**src/rtl/seq_xor_engine_if.sv**
```systemverilog
// Bus bundle for seq_xor_engine: command/operand inputs and the memory-port,
// select and status outputs. Signal names match the original flat port list.
interface seq_xor_engine_if #(
  parameter int unsigned AW = 3,
  parameter int unsigned LW = 10
);
  logic [3:0]    command;
  logic [AW-1:0] start_addr;
  logic [LW-1:0] Data_len_Polynomial;
  logic [AW-1:0] b_adbus_A;
  logic [AW-1:0] b_adbus_B;
  logic          b_w_C;
  logic          b_w_D;
  logic [AW-1:0] b_adbus_C;
  logic [AW-1:0] b_adbus_D;
  logic [2:0]    select_line;
  logic          cmd_Xor;
  logic          interupt_Xor;
  logic          err_Xor;

  modport master (
    output command, start_addr, Data_len_Polynomial,
    input  b_adbus_A, b_adbus_B, b_w_C, b_w_D, b_adbus_C, b_adbus_D,
    input  select_line, cmd_Xor, interupt_Xor, err_Xor
  );

  modport slave (
    input  command, start_addr, Data_len_Polynomial,
    output b_adbus_A, b_adbus_B, b_w_C, b_w_D, b_adbus_C, b_adbus_D,
    output select_line, cmd_Xor, interupt_Xor, err_Xor
  );
endinterface

```
**src/rtl/seq_xor_engine.sv**
```systemverilog
// Sequential XOR pass engine: reads nwords memory words downward from
// start_addr-1 and writes them back alternately through result ports C and D.
module seq_xor_engine #(
  parameter int unsigned AW        = 3,
  parameter int unsigned LW        = 10,
  parameter int unsigned WORD_W    = 256,
  parameter int unsigned MAX_WORDS = 3,
  parameter logic [3:0]  CMD_CODE  = 4'h6,
  parameter logic [2:0]  SEL_CODE  = 3'h5
) (
  input logic            clk,
  input logic            rst,
  seq_xor_engine_if.slave bus
);
  localparam int unsigned   WSH   = $clog2(WORD_W);
  localparam logic [LW:0]   MAXW  = (LW+1)'(MAX_WORDS);
  localparam logic [AW-1:0] A_ONE = AW'(1);

  typedef enum logic [1:0] {IDLE, READ, DONE, RELEASE} state_t;

  state_t        r_state, w_state;
  logic [AW-1:0] r_start, w_start;
  logic [AW-1:0] r_nwords, w_nwords_q;
  logic [AW-1:0] r_wk, w_wk;
  logic          r_rd_done, w_rd_done;
  logic [AW-1:0] r_ab, w_ab;
  logic [AW-1:0] r_c, w_c;
  logic [AW-1:0] r_d, w_d;
  logic          r_wc, w_wc;
  logic          r_wd, w_wd;
  logic          r_cmd, w_cmd;
  logic          r_irq, w_irq;
  logic          r_err, w_err;
  logic [2:0]    r_sel, w_sel;

  logic [LW:0]   w_nw_full;
  logic [AW-1:0] w_nwords;
  logic [AW-1:0] w_wr_addr;

  always_comb begin
    w_nw_full = (LW+1)'(bus.Data_len_Polynomial >> WSH) + (LW+1)'(1);
    w_nwords  = (w_nw_full > MAXW) ? AW'(MAX_WORDS) : AW'(w_nw_full);
    w_wr_addr = r_start - A_ONE - r_wk;
  end

  // r_rd_done marks that word 0 has been fetched, so writes trail reads by one edge.
  always_comb begin
    w_state    = r_state;
    w_start    = r_start;
    w_nwords_q = r_nwords;
    w_wk       = r_wk;
    w_rd_done  = r_rd_done;
    w_ab       = r_ab;
    w_c        = r_c;
    w_d        = r_d;
    w_wc       = r_wc;
    w_wd       = r_wd;
    w_cmd      = r_cmd;
    w_sel      = r_sel;
    w_irq      = 1'b0;
    w_err      = 1'b0;
    case (r_state)
      IDLE: begin
        if (bus.command == CMD_CODE) begin
          if (bus.start_addr >= w_nwords) begin
            w_start    = bus.start_addr;
            w_nwords_q = w_nwords;
            w_wk       = '0;
            w_rd_done  = 1'b0;
            w_ab       = bus.start_addr - A_ONE;
            w_cmd      = 1'b1;
            w_sel      = SEL_CODE;
            w_state    = READ;
          end else begin
            w_err = 1'b1;
          end
        end
      end
      READ: begin
        if (!r_rd_done) begin
          w_rd_done = 1'b1;
        end else begin
          if (!r_wk[0]) begin
            w_wc = 1'b1;
            w_wd = 1'b0;
            w_c  = w_wr_addr;
          end else begin
            w_wd = 1'b1;
            w_wc = 1'b0;
            w_d  = w_wr_addr;
          end
          if (r_wk == r_nwords - A_ONE) begin
            w_irq   = 1'b1;
            w_state = DONE;
          end else begin
            w_ab = w_wr_addr - A_ONE;
            w_wk = r_wk + A_ONE;
          end
        end
      end
      DONE: begin
        w_wc    = 1'b0;
        w_wd    = 1'b0;
        w_state = RELEASE;
      end
      RELEASE: begin
        w_cmd   = 1'b0;
        w_state = IDLE;
      end
      default: w_state = IDLE;
    endcase
  end

  always_ff @(posedge clk) begin
    if (rst) begin
      r_state   <= IDLE;
      r_start   <= '0;
      r_nwords  <= '0;
      r_wk      <= '0;
      r_rd_done <= 1'b0;
      r_ab      <= '0;
      r_c       <= '0;
      r_d       <= '0;
      r_wc      <= 1'b0;
      r_wd      <= 1'b0;
      r_cmd     <= 1'b0;
      r_irq     <= 1'b0;
      r_err     <= 1'b0;
      r_sel     <= '0;
    end else begin
      r_state   <= w_state;
      r_start   <= w_start;
      r_nwords  <= w_nwords_q;
      r_wk      <= w_wk;
      r_rd_done <= w_rd_done;
      r_ab      <= w_ab;
      r_c       <= w_c;
      r_d       <= w_d;
      r_wc      <= w_wc;
      r_wd      <= w_wd;
      r_cmd     <= w_cmd;
      r_irq     <= w_irq;
      r_err     <= w_err;
      r_sel     <= w_sel;
    end
  end

  assign bus.b_adbus_A    = r_ab;
  assign bus.b_adbus_B    = r_ab;
  assign bus.b_adbus_C    = r_c;
  assign bus.b_adbus_D    = r_d;
  assign bus.b_w_C        = r_wc;
  assign bus.b_w_D        = r_wd;
  assign bus.select_line  = r_sel;
  assign bus.cmd_Xor      = r_cmd;
  assign bus.interupt_Xor = r_irq;
  assign bus.err_Xor      = r_err;
endmodule

```
**src/flat_wrapper.sv**
```systemverilog
// flat-port wrapper written by rule: the top's interface ports become plain ports
module seq_xor_engine_flat 
#(
  parameter int unsigned AW        = 3,
  parameter int unsigned LW        = 10,
  parameter int unsigned WORD_W    = 256,
  parameter int unsigned MAX_WORDS = 3,
  parameter logic [3:0]  CMD_CODE  = 4'h6,
  parameter logic [2:0]  SEL_CODE  = 3'h5
)
  (clk, rst, bus_command, bus_start_addr, bus_Data_len_Polynomial, bus_b_adbus_A, bus_b_adbus_B, bus_b_w_C, bus_b_w_D, bus_b_adbus_C, bus_b_adbus_D, bus_select_line, bus_cmd_Xor, bus_interupt_Xor, bus_err_Xor);
  seq_xor_engine_if #(.AW(AW), .LW(LW)) bus_i ();
  input logic clk;
  input logic rst;
  input wire logic [$bits(bus_i.command)-1:0] bus_command;
  input wire logic [$bits(bus_i.start_addr)-1:0] bus_start_addr;
  input wire logic [$bits(bus_i.Data_len_Polynomial)-1:0] bus_Data_len_Polynomial;
  output wire logic [$bits(bus_i.b_adbus_A)-1:0] bus_b_adbus_A;
  output wire logic [$bits(bus_i.b_adbus_B)-1:0] bus_b_adbus_B;
  output wire logic [$bits(bus_i.b_w_C)-1:0] bus_b_w_C;
  output wire logic [$bits(bus_i.b_w_D)-1:0] bus_b_w_D;
  output wire logic [$bits(bus_i.b_adbus_C)-1:0] bus_b_adbus_C;
  output wire logic [$bits(bus_i.b_adbus_D)-1:0] bus_b_adbus_D;
  output wire logic [$bits(bus_i.select_line)-1:0] bus_select_line;
  output wire logic [$bits(bus_i.cmd_Xor)-1:0] bus_cmd_Xor;
  output wire logic [$bits(bus_i.interupt_Xor)-1:0] bus_interupt_Xor;
  output wire logic [$bits(bus_i.err_Xor)-1:0] bus_err_Xor;
  assign bus_i.command = bus_command;
  assign bus_i.start_addr = bus_start_addr;
  assign bus_i.Data_len_Polynomial = bus_Data_len_Polynomial;
  assign bus_b_adbus_A = bus_i.b_adbus_A;
  assign bus_b_adbus_B = bus_i.b_adbus_B;
  assign bus_b_w_C = bus_i.b_w_C;
  assign bus_b_w_D = bus_i.b_w_D;
  assign bus_b_adbus_C = bus_i.b_adbus_C;
  assign bus_b_adbus_D = bus_i.b_adbus_D;
  assign bus_select_line = bus_i.select_line;
  assign bus_cmd_Xor = bus_i.cmd_Xor;
  assign bus_interupt_Xor = bus_i.interupt_Xor;
  assign bus_err_Xor = bus_i.err_Xor;
  seq_xor_engine #(.AW(AW), .LW(LW), .WORD_W(WORD_W), .MAX_WORDS(MAX_WORDS), .CMD_CODE(CMD_CODE), .SEL_CODE(SEL_CODE)) u_core (.clk(clk), .rst(rst), .bus(bus_i));
endmodule
```
**config.mk**
```make
export PLATFORM = sky130hd
export DESIGN_NAME = seq_xor_engine_flat
export DESIGN_NICKNAME = d
export VERILOG_FILES = /design/src/rtl/seq_xor_engine_if.sv /design/src/rtl/seq_xor_engine.sv /design/src/flat_wrapper.sv
export SDC_FILE = /design/constraint.sdc
export NUM_CORES = 1
export LEC_CHECK = 0
export ABC_AREA = 1
export BUFFER_PORTS_ARGS = -buffer_cell sky130_fd_sc_hd__buf_4
export CAP_MARGIN = 20
export CORE_MARGIN = 8
export CORE_UTILIZATION = 45
export DETAILED_ROUTE_END_ITERATION = 16
export PLACE_DENSITY = 0.69
export SLEW_MARGIN = 20
export SYNTH_ARGS = -nofsm -noshare
export SYNTH_HDL_FRONTEND = slang
export SYNTH_SLANG_ARGS = --single-unit
```
**constraint.sdc**
```tcl
create_clock -name clk -period 2.2 [get_ports clk]
set_clock_uncertainty 0.05 [all_clocks]
set_input_delay 0.22 -clock clk [delete_from_list [all_inputs] [get_ports clk]]
set_output_delay 0.22 -clock clk [all_outputs]
set_load 0.03 [all_outputs]
```
==> impl_metrics.env <==
export IMPL_status="complete, no violations"
export IMPL_cts_sinks=27
export IMPL_place_ws_ps=143.2
export IMPL_avgSynthCellArea_um2=7.024
export IMPL_leakagePower_uw=0.0008932
export IMPL_met3_length_um=165
export IMPL_wirelength_mm=3.188
export IMPL_synth_cells=220
export IMPL_power_density_nw_per_um2=687.7
export IMPL_gp_congestion=0.8300
export IMPL_synth_edf_count=0
export IMPL_syn_nets=251
export IMPL_nets=277
export IMPL_route_met2_wl_mm=1.441
export IMPL_setup_viol_count_final=0
export IMPL_track_usage=0.1206
export IMPL_syn_area_um2=1545
export IMPL_max_stage_delay_ps=450
export IMPL_cts_buffers=3
export IMPL_grt_pass1_wl_mm=5.313
export IMPL_fin_ws_ps=193.6
export IMPL_antenna_found_initial=0
export IMPL_crit_chain="inv_2 -> ha_1 -> inv_1 -> fa_1 -> nand2_1 -> o21ai_0 -> ha_1 -> nand3b_1 -> nand2_1 -> nor2_1 -> nor2_1"
export IMPL_seqCellArea_um2=541.8
export IMPL_start_util=0.4667
export IMPL_worstSetupStartpointType="register"
export IMPL_max_slew_margin=0.6442
export IMPL_port_buffers=29
export IMPL_hpwl_mm=2.517
export IMPL_min_period_ps=2006
export IMPL_end_kind="register"
export IMPL_drtAntennaViolNets=0
export IMPL_clk_latency_ps=330
export IMPL_synthSimpleGateAreaFrac=0.3004
export IMPL_arrival_ps=2240
export IMPL_fin_cells=291
export IMPL_yosysSeqAreaShare=0.3498
export IMPL_die_h_um=74.60
export IMPL_yosys_top_cells_area="dfxtp_1, nand2_1, ha_1"
export IMPL_first_pass_iters=4
export IMPL_yosysTopAreaCell="dfxtp_1"
export IMPL_die_width_um=74.60
export IMPL_ys_warn_count=0
export IMPL_diodes=0
export IMPL_synth_top_area_frac=0.3498
export IMPL_irDropWorstVdd_mv=0.6058
export IMPL_gr_total_overflow=0
export IMPL_drtIter0Drc=54
export IMPL_synth_compound_area_frac=0.1069
export IMPL_async_flop_share=0
export IMPL_cts_tree="done"
export IMPL_cts_root_buf="clkbuf_4"
export IMPL_die_area_um2=5565
export IMPL_finalMaxSlewViolations=0
export IMPL_synth_mux_area_frac=0
export IMPL_final_common_cell="nand2_1"
export IMPL_rows=21
export IMPL_synthAdderAreaFrac=0.1020
export IMPL_cts_resized=0
export IMPL_crit_slowest_cell="fa_1"
export IMPL_layout_drive_gt1_share=0.2082
export IMPL_synth_seq_cells=27
export IMPL_first_global_vias=1221
export IMPL_multi_input_area_um2=803.3
export IMPL_vias_per_cell=4.467
export IMPL_core_area_um2=3311
export IMPL_wl_met1_mm=1.562
export IMPL_drv_cap=0
export IMPL_report_final_hold_viol_count=0
export IMPL_cts_clk_slew_worst_paths_ps=150
export IMPL_hold_slack_ps=67.72
export IMPL_grt_max_degree=19
export IMPL_post_drt_wl_per_cell_um=10.96
export IMPL_h_tree_depth=1
export IMPL_top_layer_used="met4"
export IMPL_post_cts_buffers=0
export IMPL_drc_errors=0
export IMPL_cts_hold_repair_buffers=0
export IMPL_post_route_period_util=0.9120
export IMPL_critPathKind="register to register"
export IMPL_crit_fanout=5
export IMPL_vias=1300
export IMPL_layout_common_cells="nand2_1, inv_1, buf_4"
export IMPL_n_fill_cell=342
export IMPL_synth_xor_area_share=0.005668
export IMPL_ys_flop_type="dfxtp_1"
export IMPL_io_pins=39
export IMPL_synth_cell_types=29
export IMPL_area_growth_pct=15.79
export IMPL_fmax_mhz=498.4
export IMPL_dp_cells=287
export IMPL_synth_top_family_by_area="simple AND/OR/NAND/NOR gates"
export IMPL_max_slew_worst_pin_slew_ps=533.2
export IMPL_cts_buffer_depth=2
export IMPL_hold_path_class="primary input to register"
export IMPL_cp_required_ps=2430
export IMPL_rsz0062_at_grt="false"
export IMPL_setup_tns_ps=0
==> logic make-up (layout without fill, tap and decap cells) <==
family / after synthesis / count (layout)
adders and majority gates: 12 / 12
buffers and inverters: 44 / 69
AOI/OAI and AO/OA: 31 / 31
other: 2 / 2
DFF: 27 / 27
and+or+nand+nor: 103 / 103
xor gates and xnor gates: 1 / 1
==> sequential cells by signal, indices dropped and copies added (netlist names), 2 cells and up <==
| register | cells |
|---|---|
| u_core.bus.b_adbus_A | 3 |
| u_core.bus.b_adbus_C | 3 |
| u_core.bus.b_adbus_D | 3 |
| u_core.r_nwords | 3 |
| u_core.r_start | 3 |
| u_core.r_state | 2 |
| u_core.r_wk | 3 |
==> final timing paths <==
kind	slack, ps	end	startpoint	cells past startpoint
max reg2reg	190	u_core.bus.b_adbus_A[2]	u_core.r_wk[0]	11
min	70	u_core.r_wk[1]	rst	2
max	190	u_core.bus.b_adbus_A[2]	u_core.r_wk[0]	11
min reg2reg	430	u_core.r_nwords[2]	u_core.r_nwords[2]	2
==> cells in the mapped netlist (all sizes together), types with 2 or more instances <==
master / instances
buf: 9
dfxtp: 27
inv: 35
o21ai: 15
nand3: 9
nand2: 57
conb: 2
ha: 11
or2: 2
nor3: 2
a21oi: 15
nor2: 30
==> critical path, delay by kind of cell (launching register included) <==
family	cells	cell delay (ps)
adder cells (fa/ha/maj)	3	850
AND/OR/NAND/NOR	5	430
flip-flops	1	410
buffers and inverters	2	130
AO/OA/AOI/OAI	1	90
==> final cells by class <==
| cell class | count | area share |
|---|---|---|
| Timing Repair Buffer | 30 | 0.1259 |
| Clock inverter | 1 | 0.004196 |
| Tap cell | 46 | 0.03217 |
| Clock buffer | 3 | 0.01259 |
| Inverter | 35 | 0.07343 |
| Sequential cell | 27 | 0.3028 |
| Multi-Input combinational cell | 149 | 0.4489 |
==> routing by layer <==
metal  vias up  GRT usage
met4         0    0.01957
li1        718          -
met2        26     0.2014
met1       554     0.1516
met5         -          0
met3         2    0.03369
==> power breakdown <==
group	switching, uW	leakage [uW]	internal [uW]	total (uW)
registers	28.5	0.000218	522	550
logic	289	0.000661	168	457
clock network	154	0.0000139	69.5	223
==> stage by stage <==
stage               utilization  instance area (um^2)  power, uW
finish                   0.5404                  1789       1231
global route             0.5404                  1789       1330
CTS                      0.5401                  1788       1245
detailed placement       0.5310                  1758       1019
global placement         0.5310                  1758       1014
floorplan                     -                  1545      928.3
Note: power is estimated with default switching activity, not from simulation.
